===== src/rtl/seven_segment_decoder.sv =====
// seven_segment_decoder: strobed 7-seg readback, decoded to hex on valid/ready.
// Define SEG7_DEC_FILTER_EN to build the STABLE_CYCLES stability filter.
module seven_segment_decoder #(
   parameter int STABLE_CYCLES = 3
) (
   input  logic       clk,
   input  logic       rst,
   input  logic [6:0] seg_in,
   input  logic       seg_stb,
   output logic [3:0] hex_out,
   output logic       hex_valid,
   input  logic       hex_ready,
   output logic       err,
   output logic       overrun,
   input  logic       clr_flags
);

   localparam logic [6:0] BLANK = 7'b111_1111;

   logic       emit;
   logic [6:0] pat;

`ifdef SEG7_DEC_FILTER_EN
   localparam int            CW   = $clog2(STABLE_CYCLES + 1);
   localparam logic [CW-1:0] CMAX = CW'(STABLE_CYCLES);

   logic [6:0]    cand;
   logic [CW-1:0] cnt;
   logic          fired;

   always_ff @(posedge clk) begin
      if (!rst) begin
         cand  <= BLANK;
         cnt   <= '0;
         fired <= 1'b0;
      end else if (seg_stb && seg_in != cand) begin
         cand  <= seg_in;
         cnt   <= CW'(1);
         fired <= 1'b0;
      end else begin
         if (seg_stb && cnt != CMAX)
            cnt <= cnt + CW'(1);
         if (emit)
            fired <= 1'b1;
      end
   end

   assign emit = (cnt == CMAX) && !fired;
   assign pat  = cand;
`else
   // A degenerate STABLE_CYCLES (<1) disables decoding entirely.
   localparam bit CFG_OK = STABLE_CYCLES >= 1;

   logic [6:0] smp;
   logic       smp_vld;

   always_ff @(posedge clk) begin
      if (!rst) begin
         smp     <= BLANK;
         smp_vld <= 1'b0;
      end else begin
         smp_vld <= seg_stb & CFG_OK;
         if (seg_stb)
            smp <= seg_in;
      end
   end

   assign emit = smp_vld;
   assign pat  = smp;
`endif

   logic [3:0] dec;
   logic       legal;

   always_comb begin
      dec   = 4'h0;
      legal = 1'b1;
      case (pat)
         7'b000_0001: dec = 4'h0;
         7'b100_1111: dec = 4'h1;
         7'b001_0010: dec = 4'h2;
         7'b000_0110: dec = 4'h3;
         7'b100_1100: dec = 4'h4;
         7'b010_0100: dec = 4'h5;
         7'b010_0000: dec = 4'h6;
         7'b000_1111: dec = 4'h7;
         7'b000_0000: dec = 4'h8;
         7'b000_1100: dec = 4'h9;
         7'b000_1000: dec = 4'hA;
         7'b110_0000: dec = 4'hB;
         7'b011_0001: dec = 4'hC;
         7'b100_0010: dec = 4'hD;
         7'b011_0000: dec = 4'hE;
         7'b011_1000: dec = 4'hF;
         default:     legal = 1'b0;
      endcase
   end

   logic take;
   logic ld;
   logic set_ov;
   logic set_err;

   assign take    = hex_valid && hex_ready;
   assign ld      = emit && legal && (!hex_valid || hex_ready);
   assign set_ov  = emit && legal && hex_valid && !hex_ready;
   assign set_err = emit && !legal && (pat != BLANK);

   // Flag set takes priority over a same-edge clear.
   always_ff @(posedge clk) begin
      if (!rst) begin
         hex_out   <= 4'h0;
         hex_valid <= 1'b0;
         err       <= 1'b0;
         overrun   <= 1'b0;
      end else begin
         if (ld) begin
            hex_out   <= dec;
            hex_valid <= 1'b1;
         end else if (take) begin
            hex_valid <= 1'b0;
         end
         err     <= set_err | (err & ~clr_flags);
         overrun <= set_ov | (overrun & ~clr_flags);
      end
   end

endmodule


===== config.mk =====
export PLATFORM = sky130hd
export DESIGN_NAME = seven_segment_decoder
export DESIGN_NICKNAME = d
export VERILOG_FILES = /design/src/rtl/seven_segment_decoder.sv
export SDC_FILE = /design/constraint.sdc
export NUM_CORES = 1
export LEC_CHECK = 0
export BUFFER_PORTS_ARGS = -buffer_cell sky130_fd_sc_hd__buf_2
export CELL_PAD_IN_SITES_DETAIL_PLACEMENT = 1
export CELL_PAD_IN_SITES_GLOBAL_PLACEMENT = 2
export CORE_MARGIN = 2
export CORE_UTILIZATION = 34
export CTS_CLUSTER_DIAMETER = 40
export DETAILED_ROUTE_END_ITERATION = 8
export GPL_ROUTABILITY_DRIVEN = 0
export PLACE_DENSITY = 0.84
export SYNTH_ARGS = -nofsm -noshare
export SYNTH_HDL_FRONTEND = slang
export SYNTH_SLANG_ARGS = --single-unit

===== constraint.sdc =====
create_clock -name clk -period 4.08 [get_ports clk]
set_clock_uncertainty 0.15 [all_clocks]
set_input_delay 0.816 -clock clk [delete_from_list [all_inputs] [get_ports clk]]
set_output_delay 0.816 -clock clk [all_outputs]
set_load 0.005 [all_outputs]

### Yosys cells after proc, flatten, opt, wreduce, memory -nomap -nowiden

Cells that the tools add are included.

| operators by class | value |
|---|---|
| equality and inequality tests | 16 |
| mux-type cells | 4 |
| bitwise logic cells | 5 |
| reductions and logical operators | 14 |

Operator list:

| operator | number |
|---|---|
| 4-bit case mux with 15 select lines | 1 |
| 7-bit by 6-bit equality test with 1-bit output (second input constant) | 5 |
| 7-bit equality test (second input constant) | 4 |
| 7-bit by 4-bit equality test with 1-bit output (second input constant) | 3 |
| 16-bit OR reduction | 1 |
| 7-bit by 1-bit equality test with 1-bit output (second input constant) | 1 |
| 7-bit by 3-bit equality test with 1-bit output (second input constant) | 1 |
| 7-bit by 5-bit equality test with 1-bit output (second input constant) | 1 |
| 1-bit logical AND | 7 |
| 7-bit zero test | 1 |
| 7-bit inequality test (second input constant) | 1 |
| 1-bit zero test | 3 |
| 1-bit 2-to-1 mux | 3 |
| 1-bit AND | 2 |
| 1-bit OR | 2 |
| 2-bit nonzero test | 1 |
| 1-bit logical OR | 1 |
| 1-bit NOT | 1 |

| word-level totals | value |
|---|---|
| register bits after elaboration | 15 |
| input bits | 12 |
| output and inout bits | 7 |
| logic and storage cells | 45 |

### Logic depth before layout (Yosys ltp)

Gate-level depths: netlist (run 1).

| depth | value |
|---|---|
| depth after elaboration | 7 |
| mapped depth | 8 |
| depth with buffers taken out | 6 |

### Worst setup path before layout (run 1)

Ideal clock, no wire load.

| timing | value |
|---|---|
| path kind | reg2reg |
| start point | register smp[2] (netlist: pat[2]) |
| end point | register hex_out[0] |
| setup time | 0.119 ns |
| arrival | 1.718 ns |
| data required time | 3.811 ns |
| setup slack | 2.093 ns |
| stages on the path, launching flop included | 9 |
| path buffers | 2 |
| clock period less this slack | 1.987 ns |
| path through | dfxtp_1 buf_6 or2_1 buf_6 nor4_2 a311o_1 o41ai_4 nor2_2 o221a_1 |

| on the way | value |
|---|---|
| cells in the longest elaborated chain, start to end | 5 |
| elaborated cells between the ends (all ways) | 21 |
| classes of those cells | eq/ne (15); mux (2); reduce/logical (4) |

Ends and longest elaborated chain:

| element | line | text |
|---|---|---|
| start: declaration | 54 | `logic [6:0] smp;` |
| start signal: assignment | 64 | `smp <= seg_in;` |
| 7-bit by 6-bit equality test with 1-bit output, or another cell as far along | 78 | `case (pat)` |
| 16-bit OR reduction (no line) | -- |  |
| 1-bit 2-to-1 mux | 78 |  |
| 1-bit logical AND (2 in a row) | 105 | `assign ld = emit && legal && (!hex_valid \|\| hex_ready);` |
| end signal: assignment | 112 | `hex_out <= 4'h0;` |
| end signal: assignment | 118 | `hex_out <= dec;` |
| end: declaration | 10 | `output logic [3:0] hex_out,` |

Several ways; a longest one is shown, not always the timed one.
A chain may end at the register's enable or synchronous reset.

### Worst setup path after layout (run 1)

| timing | value |
|---|---|
| start point | register smp[6] (netlist: pat[6]) |
| end point | register hex_out[0] |

Same word-level chain as after synthesis.

==> flow_summary.yaml, run 1 <==
timing:
  finalSetupTns_ns: 0
  timing.final.crit_share_pct: 57.1
  finalWorstSetupSlack_ns: 1.75
  relSlewSlack_pct: 59.7
  setup_viol: 0
  report.final.slew_viol_count: 0
  period_needed_ns: 2.33
  max_freq_mhz: 429
  hold_viol: 0
  hold_slack_ns: 0.317
  rsz0062_at_grt: "no"
  worst_slew_pin_slew_ns: 0.604
yosys:
  yosysWarnings: 0
  ys_ff_latch: 15
  synthArstFlopShare_pct: 0
  syn-num-nets: 140
  synth-seq-area-share_pct: 29.2
  ys_types: 43
  synth_top_area_cell: "dfxtp_1"
  synth_edf_count: 0
  synth_most_common_cell: "nand2_1"
  netlist_area_um2: 1030
  syn_inst: 128
  ys_top_cells_by_area: "dfxtp_1 (29%), mux2i_1 (6.8%), nand2_1 (6.6%), buf_6 (5.5%), o21ai_0 (3.4%)"
  syn_area_per_cell_um2: 8.04
  synth_ff_type: "dfxtp_1"
  synth_common_cells: "nand2_1 (18), dfxtp_1 (15), nor2_1 (9)"
  yosys.area.top_type_share_pct: 29.2
pwr:
  power.density_nw_per_um2: 274
  leakagePower_nw: 0.452
  ir_drop_mv: 0.181
layout:
  layout-drive-gt1-share_pct: 21.2
  multi_input_area_um2: 631
  regArea_um2: 300
  fillers: 367
  antenna_cells: 0
  nets: 150
  area_growth_pct: 6.32
route:
  routed_wl_mm: 2.58
  vias: 954
  post-route-drc-count: 0
  first_pass_iters: 4
  antenna_left: 0
  drt-initial-drc-count: 20
  detail_route.wl_per_cell_um: 15.4
  via_per_inst: 5.68
clock_tree:
  clk_pin_slew_worst_paths_ns: 0.10
  cts_buffer_depth: 2
  cts_root_buf: "clkbuf_4"
  cts_resized: 0
  htreeDepth: 1
  cts_sinks: 15
  post_cts_buffers: 0
  cts_tree: "yes"
  hold_buffers: 0
  numCtsBuffers: 3
  clk-insertion-delay-late_ns: 0.30
worst_setup_path:
  cp_max_fo: 17
  arrival_ns: 2.38
  slowest_stage: "dfxtp_1"
  criticalPathCategory: "reg -> reg"
  max_stage_delay_ns: 0.71
  cp-end-kind: "register"
  cp_cell_sequence: "or2b_1 -> nor2_1 -> a311o_1 -> o41ai_4 -> nor2_2 -> o221a_1"
  cp-start-kind: "register"
  worstPathRequired_ns: 4.13
global_routing:
  grt_pass1_vias: 975
  grt_max_degree: 20
  antenna_found_initial: 0
  grt_pass1_wl_mm: 4.59
  grt_usage_pct: 17.3
  gr-total-overflow: 0
floorplan:
  initial_utilization_pct: 36.7
  rows: 19
  fp.coreArea_um2: 2810
  dieHeight_um: 59.0
  die_area_um2: 3490
  ios: 19
  die_w_um: 59.0
place:
  port_buffers: 18
  dp_slack_ns: 1.77
  hpwl_mm: 1.88
outcome:
  outcome: "finished, final reports clean"
flow_run:
  drv_cap: 0
worst_hold_path:
  holdCritPathClass: "reg -> reg"
-- placed cells by master (no fill, tap or decap), types with 3 or more instances in the layout --
cell	synthesis	final
nand2b_1	3	3
nor2_1	9	9
nor3_1	4	4
dfxtp_1	15	15
nand2_1	18	18
o21ai_0	7	7
mux2i_1	7	7
buf_2	4	18
a21oi_1	5	5
o21a_1	4	4
nor4_1	5	5
clkbuf_4	0	3
-- critical path, delay by kind of cell (launching register included) --
| family | cells | cell delay [ns] |
|---|---|---|
| compound gates | 3 | 1.02 |
| simple gates | 3 | 0.35 |
| flops | 1 | 0.71 |
-- cell families (layout without fill, tap and decap cells) --
| family | Yosys count | in the layout | share of synthesized area, % |
|---|---|---|---|
| compound gates | 30 | 30 | 22.0 |
| xor+xnor | 2 | 2 | 1.70 |
| mux | 8 | 8 | 7.90 |
| buf+inv | 15 | 24 | 9.60 |
| flops | 15 | 15 | 29.2 |
| simple gates | 58 | 58 | 29.6 |
-- power breakdown --
group / internal [mW] / switching (mW) / total (mW)
Sequential: 0.152 / 0.0174 / 0.169
Clock: 0.0366 / 0.0525 / 0.0891
Combinational: 0.0205 / 0.0213 / 0.0418
-- registers in the layout (all words and copies together), names as in the netlist --
register	cells
emit	1
err	1
overrun	1
hex_out	4
hex_valid	1
pat	7
-- metrics by stage --
| step | utilization [%] | cell area (um^2) | std cells | power (mW) |
|---|---|---|---|---|
| floorplan | - | 1030 | 128 | 0.206 |
| global placement | 38.0 | 1070 | 164 | 0.213 |
| detailed placement | 38.0 | 1070 | 164 | 0.214 |
| CTS | 39.0 | 1090 | 168 | 0.302 |
| global route | 39.0 | 1090 | 168 | 0.316 |
| finish | 39.0 | 1090 | 168 | 0.300 |
-- per-layer routing --
layer / vias to the layer above / global-route usage (%) / share of wire, % / routed length (um)
met5: - / 0 / 0 / 0
met3: 5 / 1.97 / 2.2 / 58
li1: 475 / - / - / -
met2: 15 / 28.3 / 47 / 1220
met4: 0 / 7.79 / 1.9 / 49
met1: 459 / 22.8 / 49 / 1260
-- worst paths after layout --
check                                start          to  slack [ns]  depth (start not counted)
worst max-delay path                pat[6]  hex_out[0]        1.75                          6
worst min-delay path            hex_out[3]  hex_out[3]        0.32                          2
worst max register to register      pat[6]  hex_out[0]        1.75                          6
worst min register to register  hex_out[3]  hex_out[3]        0.32                          2
-- layout make-up --
type / count / share of cell area (%)
multi-input combinational: 98 / 57.6
sequential: 15 / 27.4
timing repair buffer: 18 / 8.23
tap: 31 / 3.54
clock buffer: 3 / 2.06
inverter: 2 / 0.686
clock inverter: 1 / 0.457
Note: power is estimated with default switching activity, not from simulation.
==> run 2, diff against run 1 <==
- ABC_AREA: not set -> 1
- CORE_UTILIZATION: 34 -> 27
- PLACE_DENSITY: 0.84 -> 0.76
- clock period: 4.08 -> 2.2 ns (I/O delays scaled with it)
==> run 2 against run 1 <==
Flip-flop and latch count unchanged. Clock power increased by 81%. Highest routed layer unchanged. Sequential power increased by 76%. Maximum frequency increased by 37%. Critical path type unchanged. First-iteration DRC count increased by 55%. Hold slack got worse by 0.098 ns. Clock-buffer cell count increased by 1. Via count decreased by 2.9%. Wire length decreased by 12%. Power increased by 77%. Non-clock buffer count unchanged.
==> flow_summary.yaml, run 2 <==
layout:
  largest_reg_flops: 7
  mostFrequentLayoutCell: "nor2_1"
  mostFrequentLayoutCells: "nor2_1 (28), nand2_1 (26), inv_1 (19)"
  final_core_util_pct: 33.0
  layout-drive-gt1-share_pct: 27.5
  antenna_cells: 0
  area_growth_pct: 18.5
  nets: 180
clock_tree:
  cts_tree: "yes"
  clk_pin_slew_worst_paths_ns: 0.09
  cts_root_buf: "clkbuf_4"
  cts_resized: 0
  clk-insertion-delay-late_ns: 0.28
  hold_buffers: 0
  numCtsBuffers: 3
  htreeDepth: 1
  post_cts_buffers: 0
  cts_sinks: 15
  cts_buffer_depth: 2
outcome:
  outcome: "finished, final reports clean"
floorplan:
  die_w_um: 62.4
  ios: 19
  die_area_um2: 3890
  fp.coreArea_um2: 3310
  rows: 21
  dieHeight_um: 62.4
  initial_utilization_pct: 27.8
global_routing:
  antenna_found_initial: 0
  grt_pass1_vias: 964
  grt_pass1_wl_mm: 4.27
  grt_max_degree: 16
  grt_usage_pct: 13.8
  gr-total-overflow: 0
timing:
  hold_slack_ns: 0.219
  period_needed_ns: 1.69
  max_freq_mhz: 590
  finalSetupTns_ns: 0
  relSlewSlack_pct: 79.9
  hold_viol: 0
  timing.final.crit_share_pct: 77.0
  report.final.slew_viol_count: 0
  worst_slew_pin_slew_ns: 0.300
  rsz0062_at_grt: "no"
  setup_viol: 0
worst_setup_path:
  worstPathRequired_ns: 2.24
  reg2regPathDepth: 12
  reg2reg_slack_ns: 0.51
  rr_endpoint: "hex_out[1]"
  cp-start-kind: "register"
  crit-reg2reg-launch: "pat[2]"
  cp_max_fo: 5
  arrival_ns: 1.74
  criticalPathCategory: "reg -> reg"
  cp-end-kind: "register"
yosys:
  yosysWarnings: 0
  syn-num-nets: 158
  synth_ff_type: "dfxtp_1"
  ys_types: 18
  synth-seq-area-share_pct: 32.6
  synthMuxAreaShare_pct: 0
  syn_inst: 146
  synth_common_cells: "nor2_1 (28), nand2_1 (26), inv_1 (19)"
  syn_area_per_cell_um2: 6.31
  yosys.area.top_type_share_pct: 32.6
  yosys.area_share.simple_pct: 47.6
  synth_edf_count: 0
  ys_ff_latch: 15
  netlist_area_um2: 921
  synthAdderAreaFrac_pct: 0
  synth_top_area_cell: "dfxtp_1"
  ys_top_cells_by_area: "dfxtp_1 (33%), nor2_1 (11%), nand2_1 (11%), nor2_2 (8.2%), inv_1 (7.7%)"
  synth_most_common_cell: "nor2_1"
  synthArstFlopShare_pct: 0
  synth_xor_area_share_pct: 0
  synth_top_family_by_area: "simple AND/OR/NAND/NOR gates"
  synth_compound_area_share_pct: 9.24
worst_hold_path:
  whs_endpoint: "pat[3]"
  worstHoldStart: "seg_in[3]"
  min_delay_path_depth: 3
  holdCritPathClass: "in -> reg"
route:
  routed_wl_mm: 2.28
  first_pass_iters: 4
  antenna_left: 0
  detail_route.wl_per_cell_um: 10.7
  drt-initial-drc-count: 31
  post-route-drc-count: 0
  via_per_inst: 4.35
  vias: 926
pwr:
  finalPower_uw: 531
  power.density_nw_per_um2: 486
  leakagePower_nw: 0.526
  ir_drop_mv: 0.248
flow_run:
  drv_cap: 0
place:
  hpwl_mm: 1.91
  port_buffers: 18
-- run 2: layout make-up --
type / instances / area [um^2]
fillers: 458 / 2220
multi-input cells: 105 / 523
flip-flops and latches: 15 / 300
inverters: 25 / 93.8
repair buffers: 18 / 90.1
well taps: 46 / 57.6
clock buffers: 4 / 26.3
-- run 2: stage by stage --
stage | std cells | worst slack (ns) | instance area [um^2]
finish | 213 | 0.506 | 1090
detailed placement | 209 | 0.524 | 1060
floorplan | 146 | 0.731 | 921
global placement | 209 | 0.558 | 1060
global route | 213 | 0.352 | 1090
CTS | 213 | 0.499 | 1090
-- run 2: layer usage --
metal  track usage [%]  up-vias  wire (um)
met5                 0        -          0
met2              20.8        9       1000
met3              2.16        5         41
met1              19.5      417       1210
met4              5.83        0         31
li1                  -      495          -
-- run 2: cell families (layout without fill, tap and decap cells) --
family,count (synthesis),after routing
compound gates,17,17
flops,15,15
simple gates,88,88
buf+inv,26,47
-- run 2: worst max path at each step --
| stage | startpoint | endpoint | slack [ns] | cells past startpoint |
|---|---|---|---|---|
| after floorplan | pat[1] | hex_out[0] | 0.73 | 12 |
| after global placement | pat[1] | hex_out[0] | 0.56 | 12 |
| after detailed placement | pat[2] | hex_out[1] | 0.52 | 12 |
| after CTS | pat[2] | hex_out[1] | 0.50 | 12 |
| after global routing | pat[4] | hex_out[2] | 0.35 | 11 |
| final | pat[2] | hex_out[1] | 0.51 | 12 |
-- run 2: where the power goes --
| group | internal [mW] | total (mW) | switching (mW) |
|---|---|---|---|
| Combinational | 0.0265 | 0.0716 | 0.0451 |
| Clock | 0.0704 | 0.161 | 0.0906 |
| Sequential | 0.283 | 0.298 | 0.0148 |
| Total | 0.380 | 0.531 | 0.150 |
-- run 2: critical path, cell delays in order (launching register included) --
cell and delay (ns):
dfxtp_1 0.35, nand2_1 0.08, clkinv_1 0.09, nand2_1 0.15, nor2_1 0.06, nor2_1 0.19, nand2_2 0.10, nor2_4 0.13
nand2_4 0.09, nand3_4 0.09, nand2_1 0.05, inv_1 0.05, nor2_1 0.04
